===== config.mk =====
export PLATFORM = sky130hd
export DESIGN_NAME = norm_shift_seq
export DESIGN_NICKNAME = d
export VERILOG_FILES = /design/src/rtl/fp_pkg.sv /design/src/rtl/lzd_window.sv /design/src/rtl/norm_shift_seq.sv
export SDC_FILE = /design/constraint.sdc
export NUM_CORES = 1
export LEC_CHECK = 0
export BUFFER_PORTS_ARGS = -buffer_cell sky130_fd_sc_hd__buf_2
export CORE_UTILIZATION = 55
export CTS_BUF_LIST = sky130_fd_sc_hd__clkbuf_16
export DETAILED_ROUTE_END_ITERATION = 10
export PLACE_DENSITY = 0.9
export SLEW_MARGIN = 10
export SYNTH_ARGS = -nofsm -noshare
export SYNTH_HDL_FRONTEND = slang
export SYNTH_HIERARCHICAL = 1
export SYNTH_SLANG_ARGS = --single-unit

===== constraint.sdc =====
create_clock -name clk -period 6.3 [get_ports clk]
set_clock_uncertainty 0.15 [all_clocks]
set_input_delay 0.315 -clock clk [delete_from_list [all_inputs] [get_ports clk]]
set_output_delay 0.315 -clock clk [all_outputs]
set_load 0.01 [all_outputs]

===== src/rtl/fp_pkg.sv =====
// Shared FP datapath definitions.
// Normalizer state encoding and default widths.
package fp_pkg;
  localparam int MANT_W = 24;
  localparam int EXP_W  = 8;

  typedef enum logic [1:0] {
    IDLE,
    SHIFT,
    DONE
  } norm_state_t;
endpackage


===== src/rtl/lzd_window.sv =====
// Leading-zero count of a small window.
// Result saturates at W when the window is all zero.
module lzd_window #(
  parameter int W = 4
) (
  input  logic [W-1:0]           win,
  output logic [$clog2(W+1)-1:0] lz
);
  localparam int CW = $clog2(W+1);

  always_comb begin
    lz = CW'(W);
    for (int i = 0; i < W; i++) begin
      if (win[i]) lz = CW'(W - 1 - i);
    end
  end
endmodule


===== src/rtl/norm_shift_seq.sv =====
// Iterative left-shift normalizer.
// Shifts up to MAX_STEP bits per cycle, bounded by the exponent.
module norm_shift_seq #(
  parameter int MANT_W   = fp_pkg::MANT_W,
  parameter int EXP_W    = fp_pkg::EXP_W,
  parameter int MAX_STEP = 4
) (
  input  logic              clk,
  input  logic              rst,
  input  logic              in_valid,
  output logic              in_ready,
  input  logic [MANT_W-1:0] in_mant,
  input  logic [EXP_W-1:0]  in_exp,
  output logic              out_valid,
  input  logic              out_ready,
  output logic [MANT_W-1:0] out_mant,
  output logic [EXP_W-1:0]  out_exp,
  output logic [7:0]        out_shift,
  output logic              out_zero,
  output logic              out_denorm
);
  import fp_pkg::*;

  localparam int LZ_W = $clog2(MAX_STEP + 1);

  norm_state_t       state_q, state_d;
  logic [MANT_W-1:0] mant_q, mant_d;
  logic [EXP_W-1:0]  exp_q, exp_d;
  logic [7:0]        cnt_q, cnt_d;

  logic [LZ_W-1:0]   lz;
  logic [EXP_W-1:0]  budget;
  logic [EXP_W-1:0]  lz_ext;
  logic [EXP_W-1:0]  k;
  logic [MANT_W-1:0] mant_sh;
  logic [EXP_W-1:0]  exp_sh;
  logic              step_done;
  logic              accept;
  logic              msb;

  lzd_window #(.W(MAX_STEP)) u_lzd (
    .win (mant_q[MANT_W-1 -: MAX_STEP]),
    .lz  (lz)
  );

  assign accept = in_valid && in_ready;

  // Zero or subnormal operands must not move: k is forced to 0.
  always_comb begin
    budget = (exp_q == '0) ? '0 : exp_q - EXP_W'(1);
    lz_ext = EXP_W'(lz);
    if (mant_q == '0) k = '0;
    else k = (lz_ext < budget) ? lz_ext : budget;
    mant_sh = mant_q << k;
    exp_sh  = exp_q - k;
    step_done = mant_sh[MANT_W-1] ||
                (exp_sh == EXP_W'(1)) ||
                (mant_q == '0) ||
                (exp_q == '0);
  end

  always_comb begin
    mant_d = mant_q;
    exp_d  = exp_q;
    cnt_d  = cnt_q;
    if (state_q == IDLE && accept) begin
      mant_d = in_mant;
      exp_d  = in_exp;
      cnt_d  = '0;
    end else if (state_q == SHIFT) begin
      mant_d = mant_sh;
      exp_d  = exp_sh;
      cnt_d  = cnt_q + 8'(k);
    end
  end

  always_ff @(posedge clk) begin
    if (rst) begin
      state_q <= IDLE;
      mant_q  <= '0;
      exp_q   <= '0;
      cnt_q   <= '0;
    end else begin
      state_q <= state_d;
      mant_q  <= mant_d;
      exp_q   <= exp_d;
      cnt_q   <= cnt_d;
    end
  end

  always_comb begin
    state_d = state_q;
    unique case (state_q)
      IDLE:    if (accept) state_d = SHIFT;
      SHIFT:   if (step_done) state_d = DONE;
      DONE:    if (out_ready) state_d = IDLE;
      default: state_d = IDLE;
    endcase
  end

  assign msb = mant_q[MANT_W-1];

  always_comb begin
    in_ready   = (state_q == IDLE) && !rst;
    out_valid  = (state_q == DONE);
    out_mant   = '0;
    out_exp    = '0;
    out_shift  = '0;
    out_zero   = 1'b0;
    out_denorm = 1'b0;
    if (state_q == DONE) begin
      out_mant   = mant_q;
      out_shift  = cnt_q;
      out_zero   = (mant_q == '0);
      out_denorm = !out_zero && ((exp_q == '0) || !msb);
      out_exp    = ((exp_q == '0) || !msb) ? '0 : exp_q;
    end
  end
endmodule


==> results of run 1 <==
## placed cells by master (no fill, tap or decap), types with 10 or more instances in the layout
cell,count
o21ai_0,10
a21oi_1,37
nor2_1,30
dfxtp_1,42
o31ai_1,16
and2_1,34
nand2_1,33
o211ai_1,15
o22ai_1,16
buf_2,79
ha_1,18
and3_1,10
mux2i_1,39
## worst min path at each step
stage | start | endpoint | slack [ns] | cells past startpoint
floorplan | cnt_q[3] | cnt_q[3] | 0.29 | 2
global placement | cnt_q[4] | cnt_q[4] | 0.31 | 2
detailed placement | cnt_q[4] | cnt_q[4] | 0.32 | 2
CTS | in_exp[0] | exp_q[0] | 0.13 | 3
global route | in_exp[2] | exp_q[2] | 0.15 | 3
finish | in_exp[0] | exp_q[0] | 0.13 | 3
## state kept, by name, summed over array words and instances (netlist names)
name	flops
state_q	2
mant_q	24
cnt_q	8
exp_q	8
## layer usage
metal  routed length, um  track usage (%)
met1                4466            39.07
met2                5128            50.07
met3                 811            4.573
met4                 220            13.32
met5                   0                0
## worst max-delay path, cell delays in order (launching register included)
cell       delay (ns)
dfxtp_1          0.42
inv_1            0.12
ha_1             0.24
nor4b_2          0.18
a21oi_1          0.28
inv_1            0.08
ha_1             0.28
o21a_1           0.11
o2111ai_1        0.12
a211o_4          0.34
mux2_2           0.27
nand2_2          0.11
inv_2            0.51
ha_1             0.30
fa_1             0.22
nor2b_1          0.06
o21ai_0          0.25
a21boi_0         0.18
or4b_2           0.63
nand3_1          0.13
nor3_1           0.06
or4_4            0.49
o31ai_2          0.20
## cells in the mapped netlist (3+ instances only)
library cell / instances / area share (%)
o22ai_1: 16 / 2.8
a31oi_1: 3 / 0.52
xor2_1: 5 / 1.2
nor4_1: 7 / 1.2
nand2b_1: 5 / 0.87
o21ai_0: 10 / 1.4
xnor2_1: 5 / 1.2
o21a_1: 3 / 0.62
a21o_1: 3 / 0.62
nor3_1: 6 / 0.83
a221oi_1: 3 / 0.73
ha_1: 18 / 6.2
a222oi_1: 4 / 1.1
nor2b_1: 3 / 0.52
nor2_1: 30 / 3.1
dfxtp_1: 42 / 23
a22oi_1: 6 / 1.2
nand2_1: 33 / 3.4
and3_1: 10 / 1.7
a211oi_1: 4 / 0.83
o21bai_1: 3 / 0.62
o211ai_1: 15 / 3.1
and2_1: 34 / 5.9
inv_1: 9 / 0.94
a21oi_1: 37 / 5.1
o31ai_1: 16 / 3.3
clkbuf_1: 25 / 2.6
nand3_1: 5 / 0.69
mux2i_1: 39 / 11
## logic make-up after synthesis
family / after synthesis / share of synthesized area (%)
mux: 43 / 12.60
other cells: 2 / 0.2083
flops: 42 / 23.32
buf+inv: 43 / 5.100
xor+xnor: 10 / 2.429
fa+ha+maj: 20 / 7.356
compound gates: 138 / 26.27
simple gates: 151 / 22.73
## stage by stage
step / utilization (%) / hold WS (ns)
after floorplan: - / 0.2946
after global placement: 63.19 / 0.3063
after detailed placement: 63.19 / 0.3199
after CTS: 65.69 / 0.1305
after global routing: 65.69 / 0.1546
final: 65.69 / 0.1283
## cell type report
class / instances / share of cell area [%]
clock inverters: 2 / 0.8098
repair buffers: 83 / 10.20
flip-flops and latches: 42 / 20.16
well taps: 77 / 2.310
clock buffers: 5 / 2.999
inverters: 12 / 1.110
multi-input cells: 370 / 62.42
==> impl_metrics.py, run 1 <==
metrics = {
    "run_status": {
        "status": "completed",
    },
    "flow_run": {
        "drv_cap": 0,
    },
    "synthesis": {
        "ys_warn_count": 6,
        "synth.cell_area_mm2": 0.003606,
        "ys_types": 67,
        "synth-edff-count": 0,
        "ys.flop_type": "dfxtp_1",
        "syn_area_per_cell_um2": 8.031,
        "ys_async_sr_fraction_pct": 0,
        "syn_inst": 449,
        "ys_seq_area_share_pct": 23.32,
        "synth-seq-cells": 42,
    },
    "critical_path": {
        "crit_path_end_kind": "flop",
        "r2r_cells": 22,
        "cp.required_ns": 6.35,
        "rr_endpoint": "state_q[0]",
        "worstSetupStartpointType": "flop",
        "worstPathMaxFanout": 28,
        "worstSetupPathType": "flop to flop",
        "worstSetupStartpoint": "exp_q[0]",
        "arrival_ns": 5.88,
        "r2r-start": "exp_q[0]",
        "reg2reg_slack_ns": 0.47,
        "crit_end": "state_q[0]",
    },
    "layout": {
        "n_antenna_cell": 0,
        "area_delta_synth_final_pct": 15.68,
        "multi_input_area_mm2": 0.002604,
        "final_cells": 591,
        "stdcell_area_mm2": 0.004172,
        "fin_nets": 570,
        "nFillCells": 523,
        "regArea_um2": 840.8,
        "drive_above_1_share_pct": 20.62,
    },
    "clock_tree": {
        "cts_buffer_depth": 2,
        "cts-resized-gates": 0,
        "h-tree-depth": 2,
        "clk_pin_slew_ns": 0.06,
        "root_buffer": "clkbuf_16",
        "postCtsHoldBufs": 0,
        "cts_sinks": 42,
        "numCtsBuffers": 5,
        "post_cts_buffers": 0,
        "cts_tree": "done",
        "clock_latency_ns": 0.29,
    },
    "sta": {
        "rsz0062_at_grt": "false",
        "slew_viol_final": 0,
        "fmax_mhz": 171.5,
        "final.period_utilization_pct": 92.57,
        "worst_pin_slew_ns": 1.118,
        "setup_slack_ns": 0.4684,
        "period_needed_ns": 5.832,
        "timing.slew.headroom_pct": 25.29,
        "finalSetupTns_ns": 0,
        "finalHoldViolCount": 0,
        "setup_violations": 0,
    },
    "route": {
        "drc": 0,
        "wl_mm": 10.63,
        "wire_per_inst_um": 17.98,
        "drt_iter0_markers": 414,
        "vias": 3864,
        "drtAntennaViolNets": 0,
        "drtPass1Iterations": 5,
        "avgViaCountPerCell": 6.538,
    },
    "global_route": {
        "grt_first_pass_wirelength_mm": 17.25,
        "antenna_found_initial": 0,
        "overflow": 0,
        "grt_use_total_pct": 30.29,
        "grt_pass1_vias": 3622,
        "grt_max_degree": 41,
    },
    "floorplan": {
        "die_h_um": 82.97,
        "coreArea_mm2": 0.006350,
        "die_area_mm2": 0.006884,
        "num_rows": 29,
        "die_w_um": 82.97,
        "start_util_pct": 56.79,
        "ioPinCount": 80,
    },
    "place": {
        "gp_congestion": 0.8861,
        "dp_hpwl_mm": 7.243,
        "portBuffers": 79,
        "dpl_worst_slack_ns": 0.6246,
        "dp_cells": 584,
        "place_area_mm2": 0.004013,
    },
    "min_path": {
        "hold_path.class": "primary input to flop",
    },
}
Power of run 1 is left out: the tool's default activity adds up to more than one toggle a clock period on the data nets, which glitch-free logic cannot reach.
==> inputs of run 2 (changes only) <==
--- a/config.mk
+++ b/config.mk
@@ -6,10 +6,10 @@
 export NUM_CORES = 1
 export LEC_CHECK = 0
 export BUFFER_PORTS_ARGS = -buffer_cell sky130_fd_sc_hd__buf_2
-export CORE_UTILIZATION = 55
+export CORE_UTILIZATION = 50
 export CTS_BUF_LIST = sky130_fd_sc_hd__clkbuf_16
 export DETAILED_ROUTE_END_ITERATION = 10
-export PLACE_DENSITY = 0.9
+export PLACE_DENSITY = 0.86
 export SLEW_MARGIN = 10
 export SYNTH_ARGS = -nofsm -noshare
 export SYNTH_HDL_FRONTEND = slang
==> constraint.sdc (replaced) <==
create_clock -name clk -period 5 [get_ports clk]
set_clock_uncertainty 0.15 [all_clocks]
set_input_delay 0.25 -clock clk [delete_from_list [all_inputs] [get_ports clk]]
set_output_delay 0.25 -clock clk [all_outputs]
set_load 0.01 [all_outputs]
==> impl_metrics.py, run 2 (synthesis gave the netlist of run 1 again) <==
metrics = {
    "critical_path": {
        "reg2reg_slack_ns": 0.22,
        "r2r-start": "exp_q[0]",
        "rr_endpoint": "state_q[1]",
        "cp.required_ns": 5.03,
        "worstPathMaxFanout": 6,
        "crit_path_end_kind": "flop",
        "worstSetupPathType": "flop to flop",
        "worstSetupStartpointType": "flop",
        "worstSetupStartpoint": "exp_q[0]",
        "crit_end": "state_q[1]",
        "arrival_ns": 4.81,
        "r2r_cells": 22,
    },
    "layout": {
        "fin_nets": 576,
        "largest_register_ffs": 24,
        "n_antenna_cell": 0,
        "regArea_um2": 840.8,
        "multi_input_area_mm2": 0.002634,
        "final_cell_mix": "buf_2 (79), dfxtp_1 (42), mux2i_1 (39)",
        "stdcell_area_mm2": 0.004249,
        "max_flop_register": "mant_q",
        "layout_commonest_cell": "buf_2",
        "nFillCells": 606,
        "final_cells": 617,
        "drive_above_1_share_pct": 22.84,
        "largestRegisters": "mant_q x24, cnt_q x8, exp_q x8",
        "area_delta_synth_final_pct": 17.83,
    },
    "floorplan": {
        "die_area_mm2": 0.007556,
        "start_util_pct": 52.50,
        "ioPinCount": 80,
        "die_w_um": 86.93,
        "num_rows": 30,
        "die_h_um": 86.93,
        "coreArea_mm2": 0.006869,
    },
    "clock_tree": {
        "clock_latency_ns": 0.29,
        "clk_pin_slew_ns": 0.07,
        "post_cts_buffers": 0,
        "root_buffer": "clkbuf_16",
        "cts_tree": "done",
        "cts_sinks": 42,
        "cts_buffer_depth": 2,
        "postCtsHoldBufs": 0,
        "numCtsBuffers": 5,
        "h-tree-depth": 2,
    },
    "route": {
        "drc": 0,
        "drt_iter0_markers": 421,
        "drtAntennaViolNets": 0,
        "wire_per_inst_um": 17.33,
        "avgViaCountPerCell": 6.365,
        "wl_mm": 10.69,
        "drtPass1Iterations": 5,
        "vias": 3927,
    },
    "place": {
        "dp_cells": 609,
        "gp_congestion": 0.9971,
        "dp_hpwl_mm": 7.457,
        "place_area_mm2": 0.004081,
        "portBuffers": 79,
    },
    "flow_run": {
        "drv_cap": 0,
    },
    "sta": {
        "final.period_utilization_pct": 95.62,
        "fmax_mhz": 209.2,
        "finalHoldViolCount": 0,
        "slew_viol_final": 0,
        "setup_violations": 0,
        "timing.slew.headroom_pct": 27.54,
        "period_needed_ns": 4.781,
        "worst_pin_slew_ns": 1.083,
    },
    "run_status": {
        "status": "completed",
    },
    "global_route": {
        "grt_pass1_vias": 3692,
        "grt_first_pass_wirelength_mm": 17.41,
        "grt_use_total_pct": 28.88,
        "antenna_found_initial": 0,
        "overflow": 0,
        "grt_max_degree": 41,
    },
    "min_path": {
        "hold_path.class": "primary input to flop",
    },
}
==> run 2: what timing repair did <==
| action | CTS | global route |
|---|---|---|
| pin swaps | 0 | 2 |
| setup endpoints to repair | 2 | 2 |
| gates resized for setup | 2 | 8 |
==> run 2: worst min-delay path by stage <==
stage / end / slack [ns] / from / depth (start not counted)
final: exp_q[2] / 0.06 / in_exp[2] / 3
after CTS: exp_q[2] / 0.06 / in_exp[2] / 3
after global placement: cnt_q[4] / 0.31 / cnt_q[4] / 2
after detailed placement: cnt_q[4] / 0.31 / cnt_q[4] / 2
after floorplan: exp_q[2] / 0.25 / in_exp[2] / 2
after global routing: exp_q[2] / 0.09 / in_exp[2] / 3
==> run 2: routing by layer <==
| metal | track usage (%) | share of wire [%] | wire length [um] |
|---|---|---|---|
| met5 | 0 | 0 | 0 |
| met4 | 10.15 | 2.2 | 238 |
| met3 | 4.550 | 7.6 | 815 |
| met2 | 50.47 | 48 | 5158 |
| met1 | 35.91 | 42 | 4482 |
==> run 2: area by class of cell <==
type / instances / share of cell area (%)
timing repair buffer: 89 / 11.07
clock inverter: 3 / 0.2945
inverter: 12 / 1.090
multi-input combinational: 370 / 61.98
clock buffer: 5 / 2.945
sequential: 42 / 19.79
tap: 96 / 2.827
==> run 2: metrics by stage <==
stage                     utilization, %  worst slack, ns  setup TNS [ns]  hold WS (ns)
final                              61.86           0.2190               0       0.05594
after global routing               61.86         -0.05632         -0.1055       0.08528
after CTS                          61.60          0.03324               0       0.05778
after detailed placement           59.42         -0.04606        -0.09031        0.3128
after global placement             59.42           0.2448               0        0.3070
after floorplan                        -          0.05721               0        0.2547
==> run 2: worst max-delay path, stage by stage, from the launching register on <==
cell       delay (ns)
dfxtp_1          0.33
inv_1            0.08
ha_2             0.21
nor4b_4          0.14
a21oi_2          0.21
inv_1            0.07
ha_1             0.28
o21a_1           0.11
o2111ai_1        0.12
a211o_4          0.38
mux2_2           0.27
nand2_2          0.11
inv_2            0.07
ha_1             0.17
fa_1             0.23
nor2b_2          0.06
o21ai_2          0.15
a21boi_2         0.08
or4b_2           0.60
nand3_1          0.14
nor3_2           0.05
or4_4            0.49
and3b_1          0.18
Power of run 2 is left out for the same reason.
